$ cat config.mk
export PLATFORM = sky130hd
export DESIGN_NAME = vid_read_sequencer
export DESIGN_NICKNAME = d
export VERILOG_FILES = /design/src/rtl/vid_read_sequencer.sv
export SDC_FILE = /design/constraint.sdc
export NUM_CORES = 1
export LEC_CHECK = 0
export CORE_AREA = 2 2 151 153
export DETAILED_ROUTE_END_ITERATION = 12
export DIE_AREA = 0 0 153 155
export PLACE_DENSITY = 0.62
export SLEW_MARGIN = 20
export SYNTH_ARGS = -nofsm -noshare
export SYNTH_HDL_FRONTEND = slang
export SYNTH_SLANG_ARGS = --single-unit
$ cat constraint.sdc
create_clock -name clk -period 3.3 [get_ports clk]
set_input_delay 0.495 -clock clk [delete_from_list [all_inputs] [get_ports clk]]
set_output_delay 0.495 -clock clk [all_outputs]
set_load 0.02 [all_outputs]
$ cat src/rtl/vid_read_sequencer.sv
// Time-slot RAM read sequencer feeding a chain of MAGGIE address generators.
// Optional host read/write slot: define VID_READ_SEQUENCER_HOST_PORT_EN.
module vid_read_sequencer #(
    parameter int PORTS      = 4,
    parameter int ADDR_SIZE  = 20,
    parameter int PIPE_DEPTH = 2
) (
    input  logic                       clk,
    input  logic                       reset,
    input  logic [3:0]                 pc_ena_in,
    input  logic [PORTS*ADDR_SIZE-1:0] read_addr_in,
    output logic [PORTS*16-1:0]        ram_dout,
    output logic [ADDR_SIZE-1:0]       ram_addr,
    input  logic [15:0]                ram_din,
    output logic                       ram_wena,
    output logic [15:0]                ram_wdata
`ifdef VID_READ_SEQUENCER_HOST_PORT_EN
    ,
    input  logic                       host_req,
    input  logic                       host_wr,
    input  logic [ADDR_SIZE-1:0]       host_addr,
    input  logic [15:0]                host_wdata,
    output logic                       host_ack,
    output logic [15:0]                host_rdata
`endif
);

    if (PORTS < 1 || PORTS > 8) begin : g_bad_ports
        $error("vid_read_sequencer: PORTS must be 1..8");
    end
    if (PIPE_DEPTH < 1 || PIPE_DEPTH > 8) begin : g_bad_depth
        $error("vid_read_sequencer: PIPE_DEPTH must be 1..8");
    end
    if (PORTS + PIPE_DEPTH > 15) begin : g_bad_sum
        $error("vid_read_sequencer: PORTS + PIPE_DEPTH must be <= 15");
    end

    typedef struct packed {
        logic       valid;
        logic [3:0] id;
    } tag_t;

    tag_t                  tags [PIPE_DEPTH];
    tag_t                  new_tag;
    tag_t                  tag_out;
    logic                  issue;
    logic [ADDR_SIZE-1:0]  issue_addr;
    logic [ADDR_SIZE-1:0]  cli_addr;
    logic                  cli_hit;
    logic [PORTS*16-1:0]   shadow;

    assign tag_out = tags[PIPE_DEPTH-1];

    always_comb begin
        cli_hit  = 1'b0;
        cli_addr = '0;
        for (int k = 0; k < PORTS; k++) begin
            if (pc_ena_in == 4'(k)) begin
                cli_hit  = 1'b1;
                cli_addr = read_addr_in[k*ADDR_SIZE +: ADDR_SIZE];
            end
        end
    end

`ifdef VID_READ_SEQUENCER_HOST_PORT_EN
    localparam logic [3:0] HOST_ID = 4'(PORTS);

    logic host_go;
    logic host_wr_go;
    logic host_cap;

    assign host_go    = host_req && (pc_ena_in == 4'(PORTS));
    assign host_wr_go = host_go && host_wr;
    assign host_cap   = tag_out.valid && (tag_out.id == HOST_ID);

    always_comb begin
        issue         = cli_hit;
        issue_addr    = cli_addr;
        new_tag.valid = cli_hit;
        new_tag.id    = pc_ena_in;
        if (host_go) begin
            issue      = 1'b1;
            issue_addr = host_addr;
            // Writes complete at issue, so they never occupy the tag pipe.
            if (!host_wr) begin
                new_tag.valid = 1'b1;
                new_tag.id    = HOST_ID;
            end
        end
    end

    always_ff @(posedge clk) begin
        if (reset) begin
            ram_wena   <= 1'b0;
            ram_wdata  <= '0;
            host_ack   <= 1'b0;
            host_rdata <= '0;
        end else begin
            ram_wena <= host_wr_go;
            host_ack <= host_wr_go || host_cap;
            if (host_wr_go) begin
                ram_wdata <= host_wdata;
            end
            if (host_cap) begin
                host_rdata <= ram_din;
            end
        end
    end
`else
    always_comb begin
        issue         = cli_hit;
        issue_addr    = cli_addr;
        new_tag.valid = cli_hit;
        new_tag.id    = pc_ena_in;
    end

    assign ram_wena  = 1'b0;
    assign ram_wdata = '0;
`endif

    always_ff @(posedge clk) begin
        if (reset) begin
            for (int i = 0; i < PIPE_DEPTH; i++) begin
                tags[i] <= '0;
            end
            ram_addr <= '0;
            shadow   <= '0;
            ram_dout <= '0;
        end else begin
            tags[0] <= new_tag;
            for (int i = 1; i < PIPE_DEPTH; i++) begin
                tags[i] <= tags[i-1];
            end
            if (issue) begin
                ram_addr <= issue_addr;
            end
            for (int k = 0; k < PORTS; k++) begin
                if (tag_out.valid && tag_out.id == 4'(k)) begin
                    shadow[k*16 +: 16] <= ram_din;
                end
            end
            // Last client capture lands at slot 14, so commit sees a full set.
            if (pc_ena_in == 4'd15) begin
                ram_dout <= shadow;
            end
        end
    end

endmodule
==> flow_metrics.py <==
metrics = {
    "outcome": {
        "run_status": "complete, no violations",
    },
    "drt": {
        "ant_nets": 0,
        "wirelength_um": 17700,
        "drcViolationCount": 0,
        "drtPass1Iterations": 4,
        "drtIter0Drc": 201,
        "via_per_inst": 4.50,
        "num_vias": 5341,
        "wl_per_cell_um": 14.9,
    },
    "die": {
        "boundaryPins": 203,
        "rows": 55,
        "coreArea_mm2": 0.0222,
        "dieArea_mm2": 0.0237,
        "die_height_um": 155,
        "initial_utilization": 0.295,
        "fp.dieW_um": 153,
    },
    "job": {
        "drv_cap": 0,
    },
    "clocking": {
        "cts_inserted_buffers": 17,
        "post-cts-setup-buffers": 0,
        "root_buffer": "clkbuf_16",
        "h-tree-depth": 4,
        "cts.clk_slew.worst_paths_ps": 60,
        "clk_latency_ps": 420,
        "cts.sinks": 158,
        "ctsLongestPathBuffers": 2,
        "post_cts_resized": 0,
        "tritoncts": "done",
        "cts-hold-fix-buffers": 0,
    },
    "timing": {
        "post-route-min-period_ps": 1920,
        "whs_ps": 425,
        "max_freq_mhz": 521,
        "hold_violations": 0,
        "drv_slew": 0,
        "fin_skew_ps": 5.62,
        "rsz0062_at_grt": "false",
        "tns_ps": 0,
        "fin_crit_sh": 0.582,
        "max_slew.worst_pin.slew_ps": 987,
        "relSlewSlack": 0.340,
        "setup_violations": 0,
    },
    "power_and_ir_drop": {
        "combPwrFrac": 0.094,
        "sw_frac_of_total": 0.228,
        "clkPwrFrac": 0.467,
        "power_leakage_uw": 0.00343,
        "peakVddDrop_uv": 225,
        "internal_power_uw": 3430,
        "power.share.sequential": 0.439,
        "p_sw_uw": 1010,
        "powerDensity_mw_per_mm2": 484,
    },
    "yosys": {
        "synth.distinct_cells": 25,
        "synth_area_leaders": "dfxtp_1 (48%), nand2b_1 (12%), mux2i_1 (9.8%), nand2_1 (8.5%), a21oi_1 (4.9%)",
        "syn_inst": 731,
        "syn_area_mm2": 0.00656,
        "synth_top_area_share": 0.482,
        "ys_ff_latch": 158,
        "synth_warnings": 0,
        "ys_seq_area_frac": 0.482,
        "avgSynthCellArea_um2": 8.97,
        "synth_top_area_cell": "dfxtp_1",
    },
    "cells_and_area": {
        "num-fill-cells": 2229,
        "area_growth_pct": 40.0,
        "diodes": 0,
        "final_area_mm2": 0.00918,
        "post-route-util": 0.413,
        "final_layout_size_suffix_gt1_frac": 0.0599,
        "final_nets": 991,
    },
    "grt": {
        "grt_pass1_wl_um": 27500,
        "antenna_found_initial": 0,
        "grt_max_degree": 65,
        "grt_pass1_vias": 5127,
        "grt-ovfl-total": 0,
        "track_usage": 0.148,
    },
    "worst_setup_path": {
        "ff2ff_path_depth": 3,
        "critPathBufInv": 1,
        "worst-path-max-fanout": 2,
        "reg2reg_slack_ps": 1570,
        "slowest_stage": "clkdlybuf4s50_1",
        "crit_arrival_ps": 1420,
        "cpLargestDelayFamily": "buffers and inverters",
        "cp_num_cells": 1,
        "r2r_end": "shadow[60]",
        "required_ps": 2800,
        "crit_chain": "clkdlybuf4s50_1",
        "start_kind": "register",
        "critPathLaunch": "ram_dout[46]",
        "critPathCapture": "ram_dout[46]",
        "worstReg2RegStart": "tags[0][8]",
        "worstSetupPathType": "reg -> out",
        "cp-end-kind": "output port",
        "max_stage_delay_ps": 670,
    },
    "worst_hold_path": {
        "hold_class": "in -> reg",
    },
    "placement": {
        "hpwl_um": 12300,
        "gp_congestion": 0.700,
        "io_buffers": 185,
        "placed_cell_area_mm2": 0.00854,
    },
}
==> metrics by stage <==
| step | power [µW] | std cells | setup WS, ps |
|---|---|---|---|
| 6_report | 4440 | 1187 | 1380 |
| 5_1_grt | 4630 | 1187 | 1300 |
| 3_3_place_gp | 2410 | 1155 | 1100 |
| 3_5_place_dp | 2420 | 1155 | 1050 |
| 2_1_floorplan | 2210 | 747 | 1710 |
| 4_1_cts | 4510 | 1187 | 1330 |
==> power by group through the flow <==
stage / Clock [µW] / Combinational, µW / Sequential [µW]
floorplan: 0 / 202 / 2010
global placement: 0 / 422 / 1990
detailed placement: 0 / 422 / 1990
CTS: 2140 / 424 / 1950
global route: 2230 / 452 / 1950
finish: 2070 / 417 / 1950
==> cells in the mapped netlist, drive strengths merged <==
cell / instances
buf: 44
nand4: 1
nand2b: 122
and4bb: 1
nand2: 149
conb: 1
nor2: 21
a311oi: 20
a21oi: 64
nor2b: 9
nor3: 21
dfxtp: 158
a221o: 20
nor3b: 1
clkbuf: 31
nor4: 1
and2: 1
mux2i: 64
and4: 1
or4b: 1
==> per-layer routing <==
layer	global-route usage	vias up	part of all wire
met5	0	-	0
met4	0.0428	0	0.011
met3	0.0543	12	0.080
met2	0.243	177	0.46
met1	0.183	2422	0.45
li1	-	2730	-
==> logic make-up (layout without fill, tap and decap cells) <==
| logic type | after synthesis | in the layout | share of synthesized area |
|---|---|---|---|
| DFF | 158 | 158 | 0.482 |
| buffers and inverters | 75 | 230 | 0.0620 |
| muxes | 64 | 64 | 0.0977 |
| AOI/OAI and AO/OA | 104 | 104 | 0.106 |
| and+or+nand+nor | 329 | 329 | 0.251 |
| other | 1 | 17 | 0.000572 |
==> cell type report <==
cell class | count | area (µm²) | area share
Tap cell | 285 | 357 | 0.0389
Clock buffer | 21 | 480 | 0.0524
Sequential cell | 158 | 3160 | 0.345
Timing Repair Buffer | 198 | 1970 | 0.214
Clock inverter | 11 | 154 | 0.0168
Multi-Input combinational cell | 514 | 3060 | 0.333
==> placed cells by master, fill, tap and decap left out, drive strengths merged, types with 2 or more instances in the layout <==
master / count
clkinv: 4
buf: 15
a221o: 20
dfxtp: 158
clkinvlp: 2
clkbuf: 21
nor2b: 9
nand2: 149
a311oi: 20
conb: 17
a21oi: 64
inv: 2
bufinv: 3
nor2: 21
clkdlybuf4s50: 183
nor3: 21
mux2i: 64
nand2b: 122
==> flip-flops by register name, summed over array words and instances (netlist names) <==
name,count
ram_addr,20
ram_dout,64
shadow,64
tags,10
==> worst min-delay path by stage <==
stage                 start          to  slack (ps)  depth (start not counted)
2_1_floorplan    tags[0][0]  tags[0][5]         410                          1
3_3_place_gp     tags[0][3]  tags[0][8]         420                          1
3_5_place_dp     tags[0][0]  tags[0][5]         420                          1
4_1_cts        pc_ena_in[0]  tags[0][0]         400                          2
5_1_grt        pc_ena_in[0]  tags[0][0]         420                          2
6_report       pc_ena_in[0]  tags[0][0]         430                          2
Power figures use the tool's default switching activity.
